### config.mk
export PLATFORM = sky130hd
export DESIGN_NAME = register_file
export DESIGN_NICKNAME = d
export VERILOG_FILES = /design/src/rtl/register_file.sv
export SDC_FILE = /design/constraint.sdc
export NUM_CORES = 1
export LEC_CHECK = 0
export BUFFER_PORTS_ARGS = -buffer_cell sky130_fd_sc_hd__buf_4
export CAP_MARGIN = 20
export CORE_ASPECT_RATIO = 1.25
export CORE_UTILIZATION = 40
export CTS_BUF_LIST = sky130_fd_sc_hd__clkbuf_16
export DETAILED_ROUTE_END_ITERATION = 10
export PLACE_DENSITY = 0.7
export SETUP_SLACK_MARGIN = 0.5
export SLEW_MARGIN = 10
export SYNTH_ARGS = -nofsm -noshare
export SYNTH_HDL_FRONTEND = slang
export SYNTH_SLANG_ARGS = --single-unit
### constraint.sdc
create_clock -name clk -period 2.05 [get_ports clk]
set_input_delay 0.1025 -clock clk [delete_from_list [all_inputs] [get_ports clk]]
set_output_delay 0.1025 -clock clk [all_outputs]
set_load 0.005 [all_outputs]
### src/rtl/register_file.sv
// ---------------------------------------------------------------------------
// register_file
//   Eight 16-bit architectural registers R0-R7. R7 is the program counter.
//   Each register also has a 2-bit pending-writer scoreboard counter. Decode
//   reserves a destination with alloc_en, and Write_Back releases it with
//   wb_en.
//
//   Build option: define RF_BYPASS_EN to enable write-to-read bypass. When it
//   is enabled, a read of the register being committed returns wb_data in the
//   same cycle, and its busy flag ignores the committing writer.
//
// Ports
//   clk                    rising-edge clock for all state
//   resetn                 synchronous active-low reset
//   wb_en/wb_addr/wb_data  write-back commit (also releases a reservation)
//   rd_addr_a/b            read-port selects
//   rd_data_a/b            read-port data
//   busy_a/b               selected register has an outstanding writer
//   alloc_en/alloc_addr    decode reserves a destination register
//   pc_we/pc_next          sequential or branch update of R7
//   pc_out                 current R7 value
//   pend_ovf               sticky flag: a pending counter over/underflowed
// ---------------------------------------------------------------------------
module register_file #(
  parameter logic [15:0] RESET_PC = 16'h0000
) (
  input  logic        clk,
  input  logic        resetn,
  input  logic        wb_en,
  input  logic [2:0]  wb_addr,
  input  logic [15:0] wb_data,
  input  logic [2:0]  rd_addr_a,
  input  logic [2:0]  rd_addr_b,
  output logic [15:0] rd_data_a,
  output logic [15:0] rd_data_b,
  output logic        busy_a,
  output logic        busy_b,
  input  logic        alloc_en,
  input  logic [2:0]  alloc_addr,
  input  logic        pc_we,
  input  logic [15:0] pc_next,
  output logic [15:0] pc_out,
  output logic        pend_ovf
);

  localparam logic [2:0] PC_IDX = 3'd7;

  logic [15:0] regs [8];
  logic [1:0]  pend [8];
  logic        ovf_q;

  // One-hot per-register increment/decrement requests for this edge.
  logic [7:0] inc_vec;
  logic [7:0] dec_vec;

  // NOTE: every output of a combinational block gets a default before any
  // conditional assignment, so no path can leave it unassigned and infer a latch.
  always_comb begin
    inc_vec = '0;
    dec_vec = '0;
    if (alloc_en) inc_vec[alloc_addr] = 1'b1;
    if (wb_en)    dec_vec[wb_addr]    = 1'b1;
  end

  // NOTE: sequential state uses non-blocking assignments only, so every flop
  // samples its pre-edge value regardless of statement order.
  always_ff @(posedge clk) begin
    if (!resetn) begin
      // NOTE: this storage is built from flops and must come up in a known state
      // (R7 = RESET_PC, nothing pending), so it is reset, unlike a RAM macro.
      for (int i = 0; i < 8; i++) begin
        regs[i] <= 16'h0000;
        pend[i] <= 2'd0;
      end
      regs[PC_IDX] <= RESET_PC;
      ovf_q        <= 1'b0;
    end else begin
      if (wb_en) regs[wb_addr] <= wb_data;
      // A commit to R7 outranks the PC update in the same cycle.
      if (pc_we && !(wb_en && wb_addr == PC_IDX)) regs[PC_IDX] <= pc_next;

      for (int i = 0; i < 8; i++) begin
        // When both events hit the same register, they cancel and the count is unchanged.
        if (inc_vec[i] && !dec_vec[i]) begin
          if (pend[i] == 2'd3) ovf_q   <= 1'b1;
          else                 pend[i] <= pend[i] + 2'd1;
        end else if (dec_vec[i] && !inc_vec[i]) begin
          if (pend[i] == 2'd0) ovf_q   <= 1'b1;
          else                 pend[i] <= pend[i] - 2'd1;
        end
      end
    end
  end

  always_comb begin
    rd_data_a = regs[rd_addr_a];
    rd_data_b = regs[rd_addr_b];
    busy_a    = (pend[rd_addr_a] != 2'd0);
    busy_b    = (pend[rd_addr_b] != 2'd0);
`ifdef RF_BYPASS_EN
    // A committing writer is already done. Busy reflects the post-decrement
    // count, which stays nonzero only if other writers remain.
    if (resetn && wb_en && wb_addr == rd_addr_a) begin
      rd_data_a = wb_data;
      busy_a    = (pend[rd_addr_a] > 2'd1);
    end
    if (resetn && wb_en && wb_addr == rd_addr_b) begin
      rd_data_b = wb_data;
      busy_b    = (pend[rd_addr_b] > 2'd1);
    end
`else
    // Reads return stored state only. A commit becomes visible on the next cycle.
`endif
  end

  assign pc_out   = regs[PC_IDX];
  assign pend_ovf = ovf_q;

endmodule

==> results of run 1 <==
[critical path, cell delays in order (launching register included)]
cell	delay, ps
edfxtp_1	460
mux4_2	510
mux2_4	290
buf_6	120
[registers in the layout, summed over array words and instances, names as in the netlist]
register	flops
pend	16
pend_ovf	1
regs	128
[power groups by stage]
stage | clock network [mW] | logic [mW] | registers (mW)
floorplan | 0 | 0.659 | 3.62
global placement | 0 | 1.21 | 3.65
detailed placement | 0 | 1.23 | 3.68
CTS | 3.28 | 1.47 | 3.60
global route | 3.39 | 1.60 | 3.62
finish | 3.25 | 1.51 | 3.60
[timing repair]
item | 4_1_cts | 5_1_grt
endpoints found under the setup margin | 34 | 35
gates resized for setup | 68 | 9
setup buffers | 22 | 6
hold buffers | 16 | 0
pin swaps | 1 | 3
endpoints found under the hold margin | 16 | 0
[metal layers]
metal | part of all wire | vias up | GRT usage
met3 | 0.090 | 52 | 0.0629
li1 | - | 2574 | -
met5 | 0 | - | 0
met4 | 0.030 | 0 | 0.0909
met1 | 0.38 | 3041 | 0.303
met2 | 0.50 | 341 | 0.411
[how the worst max path moves through the flow]
stage	startpoint	slack (ps)	end	cells after the start
after global placement	wb_addr[1]	350	pend_ovf	6
after CTS	pend[6][1]	130	busy_b	4
after global routing	regs[7][2]	120	rd_data_b[2]	3
after detailed placement	wb_addr[1]	330	pend_ovf	6
final	regs[7][2]	130	rd_data_b[2]	3
after floorplan	wb_en	410	regs[2][0]	4
[cell type report]
| type | instances | area (sq um) | area share |
|---|---|---|---|
| multi-input cells | 374 | 3820 | 0.357 |
| well taps | 270 | 338 | 0.0316 |
| clock buffers | 17 | 425 | 0.0397 |
| inverters | 5 | 18.8 | 0.00175 |
| flip-flops and latches | 145 | 4340 | 0.406 |
| repair buffers | 178 | 1570 | 0.147 |
| clock inverters | 14 | 189 | 0.0177 |
[cells in the final DEF (no fill, tap or decap), types with 17 or more instances in the layout]
master | netlist | layout
mux2_4 | 0 | 32
clkbuf_16 | 0 | 17
edfxtp_1 | 144 | 144
and2_1 | 65 | 65
nand2_1 | 23 | 22
buf_4 | 0 | 122
mux4_2 | 68 | 68
buf_6 | 2 | 35
nor2_1 | 29 | 28
and3_1 | 49 | 49
[stage by stage]
stage | worst slack, ps | hold slack, ps | cells | cell area, sq um
floorplan | 406 | 301 | 572 | 8220
global placement | 347 | 394 | 928 | 9420
detailed placement | 327 | 400 | 928 | 9420
CTS | 130 | 2.05 | 997 | 10600
global route | 116 | 14.3 | 1003 | 10700
finish | 133 | 16.5 | 1003 | 10700
[cells by family (layout without fill, tap and decap cells)]
group,count (synthesis),in the layout,synth area share
AOI/OAI and AO/OA,50,50,0.0458
xor gates and xnor gates,3,3,0.00320
adders and majority gates,2,2,0.00305
buffers and inverters,53,214,0.0273
DFF,145,145,0.530
muxes,103,103,0.234
and+or+nand+nor,216,216,0.157
==> flow_metrics.tcl, run 1 <==
set metrics [dict create \
    vias 6008 \
    timing.final.crit_period_ps 1920 \
    drt_wl_total_mm 24.7 \
    num_io_pins 100 \
    dp_hpwl_mm 16.5 \
    max_freq_ghz 0.522 \
    pwr-share-clk 0.388 \
    power_frac_comb 0.181 \
    path_class "reg -> out" \
    start_kind "flip-flop" \
    yosys.cell_count.top_type "edfxtp_1" \
    drt-initial-drc-count 541 \
    ys_async_sr_fraction 0 \
    ys_warn_count 0 \
    ys_ff_latch 145 \
    dieArea_sq_um 21100 \
    cts_root_buf "clkbuf_16" \
    drive_gt1_frac 0.419 \
    timing.rr.end "pend_ovf" \
    hold_viol 0 \
    worst_slew_pin_slew_ps 466 \
    maxCapViolations 0 \
    synthTopCellsByArea "edfxtp_1, mux4_2, and2_1" \
    cts.sinks 145 \
    critPathArrivalTime_ps 1810 \
    r2r_slack_ps 520 \
    synth_cells 572 \
    synth_top_cell_by_area "edfxtp_1" \
    n_antenna_cell 0 \
    whs_endpoint "regs[3][3]" \
    outcome "complete, no violations" \
    portBuffers 99 \
    drv_slew 0 \
    initial_core_util 0.408 \
    synth_top_area_frac 0.527 \
    grt_pass1_wl_mm 36.9 \
    p_sw_mw 2.01 \
    worstPathMaxFanout 3 \
    final_util 0.532 \
    netlist_area_sq_um 8200 \
    powerDensity_nw_per_um2 781 \
    syn_nets 623 \
    die_x_um 130 \
    synthFlopType "edfxtp_1" \
    grt_use_total 0.245 \
    tns_ps 0 \
    clkLatencyLatePin_ps 430 \
    num-fill-cells 1675 \
    antenna_found_initial 0 \
    finalSetupViolCount 0 \
    cts_buffers 17 \
    wl_per_cell_um 24.6 \
    route.antenna.remaining_nets 0 \
    viasPerCell 5.99 \
    cts_buffer_depth 2 \
    drc 0 \
    critPathRequiredTime_ps 1950 \
    switching_share 0.240 \
    synthTopCellsByCount "edfxtp_1, mux4_2, and2_1" \
    slew_headroom 0.681 \
    pwr-share-seq 0.431 \
    dr.pass1.iters 5 \
    cts_tree "done" \
    power_mw 8.36 \
    hold_class "in -> reg" \
    synth_cell_type_count 54 \
    peakVddDrop_mv 0.568 \
    rr_worst_depth 5 \
    nets 772 \
    p_int_mw 6.35 \
    rr_startpoint "pend[3][0]" \
    syn_area_per_cell_sq_um 14.3 \
    crit_path_end_kind "output pin" \
    core_sq_um 20100 \
    rsz0062_at_grt "true" \
    grt_max_degree 36 \
    min_from "wb_data[3]" \
    cts_max_level 4 \
    whs_path_depth 2 \
    syn2layout_area_growth_pct 30.5 \
    power.leakage_nw 4.24 \
    overflow 0 \
    synth_edf_count 144 \
    seq_area_frac_synth 0.530 \
    gp_congestion 0.918 \
    die_h_um 162 \
    clock_skew_ps 7.84 \
    row_count 58 \
    fin_crit_sh 0.935 \
    path_clk_slew_ps 60 \
    grt_pass1_vias 6249 \
]
(Power assumes the default switching activity.)
==> run 2, diff against run 1 <==
- CORE_ASPECT_RATIO: 1.25 -> 0.6
==> run 2 against run 1 <==
Effect of this change:
- clock-buffer cell count unchanged
- wire length is 2.8% higher
- core utilization decreased by 0.28 points
- critical path depth is the same
- flip-flop and latch count stayed put
- register-to-register slack about the same
- hold slack better by 2.6 ps
- non-clock buffer count decreased by 6
- global-route usage barely moved
- via count is 1.1% higher
- critical endpoint is now rd_data_a[7]
- largest cell class unchanged
==> flow_metrics.tcl, run 2 (synthesized netlist as in run 1, its figures left out) <==
set metrics [dict create \
    drt-initial-drc-count 873 \
    max_freq_ghz 0.504 \
    regMostFlops "regs" \
    path_class "reg -> out" \
    num-fill-cells 1622 \
    peakVddDrop_mv 0.542 \
    grt_pass1_wl_mm 37.4 \
    p_sw_mw 1.98 \
    rsz0062_at_grt "true" \
    dp_cells 925 \
    core_sq_um 20100 \
    layout_common_cells "edfxtp_1, buf_4, mux4_2" \
    pwr-share-seq 0.424 \
    vias 6072 \
    pwr-share-clk 0.403 \
    cts_root_buf "clkbuf_16" \
    crit_path_end_kind "output pin" \
    grt_max_degree 35 \
    final_common_cell "edfxtp_1" \
    nets 766 \
    path_clk_slew_ps 60 \
    num_io_pins 100 \
    cts_tree "done" \
    initial_core_util 0.409 \
    power.leakage_nw 4.20 \
    clkLatencyLatePin_ps 420 \
    cts_buffers 17 \
    final_util 0.530 \
    route.antenna.remaining_nets 0 \
    dpl-instance-area_sq_um 9370 \
    cts_buffer_depth 2 \
    dieArea_sq_um 21100 \
    grt_pass1_vias 6063 \
    largest_reg_flops 128 \
    drt_wl_total_mm 25.4 \
    syn2layout_area_growth_pct 29.6 \
    overflow 0 \
    start_kind "flip-flop" \
    maxCapViolations 0 \
    powerDensity_nw_per_um2 803 \
    drc 0 \
    fin_cells 1002 \
    timing.final.crit_period_ps 1980 \
    switching_share 0.232 \
    drv_slew 0 \
    critPathRequiredTime_ps 1950 \
    outcome "complete, no violations" \
    portBuffers 99 \
    cts_max_level 4 \
    viasPerCell 6.06 \
    die_h_um 113 \
    antenna_found_initial 0 \
    finalSetupViolCount 0 \
    drive_gt1_frac 0.411 \
    power_frac_comb 0.173 \
    worst_slew_pin_slew_ps 541 \
    grt_use_total 0.245 \
    clock_skew_ps 3.68 \
    tns_ps 0 \
    hold_class "in -> reg" \
    dr.pass1.iters 5 \
    post-place-ws_ps 109 \
    critPathArrivalTime_ps 1880 \
    worstPathMaxFanout 3 \
    cts.sinks 145 \
    fin_ws_ps 67.4 \
    slew_headroom 0.634 \
    hold_viol 0 \
    dp_hpwl_mm 17.0 \
    gp_congestion 0.947 \
    p_int_mw 6.55 \
    die_x_um 187 \
    fin_crit_sh 0.967 \
    design_area_sq_um 10600 \
    wl_per_cell_um 25.3 \
    row_count 40 \
]
run 2: metal layers:
layer  vias to the layer above  share of wire  global-route usage
met5                         -              0                   0
li1                       2573              -                   -
met3                        27           0.12              0.0720
met2                       370           0.45               0.373
met4                         0          0.013              0.0650
met1                      3102           0.42               0.344
run 2: critical path: stages, from the launching register on:
cell	delay [ps]
edfxtp_1	520
mux4_2	530
mux2_4	290
buf_6	120
run 2: what timing repair did:
| action | 4_1_cts | 5_1_grt |
|---|---|---|
| hold buffers | 15 | 0 |
| hold endpoints to repair | 15 | 0 |
| resized for setup | 47 | 16 |
| setup buffers | 26 | 3 |
| endpoints found under the setup margin | 37 | 35 |
run 2: path summary, 6_finish.rpt:
check	from	to	slack (ps)	depth (start not counted)
worst min-delay path	pc_next[15]	regs[7][15]	20	2
worst min register to register	pend[6][0]	pend[6][0]	700	2
worst max register to register	pend[0][1]	pend_ovf	530	5
worst max-delay path	regs[7][7]	rd_data_a[7]	70	3
run 2: area by class of cell:
class	instances	area (sq um)	area share
Clock inverter	15	223	0.0210
Timing Repair Buffer	172	1490	0.140
Antenna cell	1	2.50	0.000235
Tap cell	273	342	0.0321
Inverter	5	18.8	0.00177
Clock buffer	17	425	0.0400
Sequential cell	145	4340	0.409
Multi-Input combinational cell	374	3780	0.356
run 2: power groups by stage:
stage | Sequential, mW | Clock (mW) | Combinational (mW)
finish | 3.62 | 3.44 | 1.47
CTS | 3.61 | 3.46 | 1.43
global placement | 3.66 | 0 | 1.21
detailed placement | 3.69 | 0 | 1.23
global route | 3.63 | 3.59 | 1.54
floorplan | 3.62 | 0 | 0.659
run 2: metrics by stage:
step	power (mW)	hold WS [ps]
5_1_grt	8.77	26.1
4_1_cts	8.49	4.28
3_5_place_dp	4.92	400
2_1_floorplan	4.28	301
6_report	8.53	19.1
3_3_place_gp	4.87	396
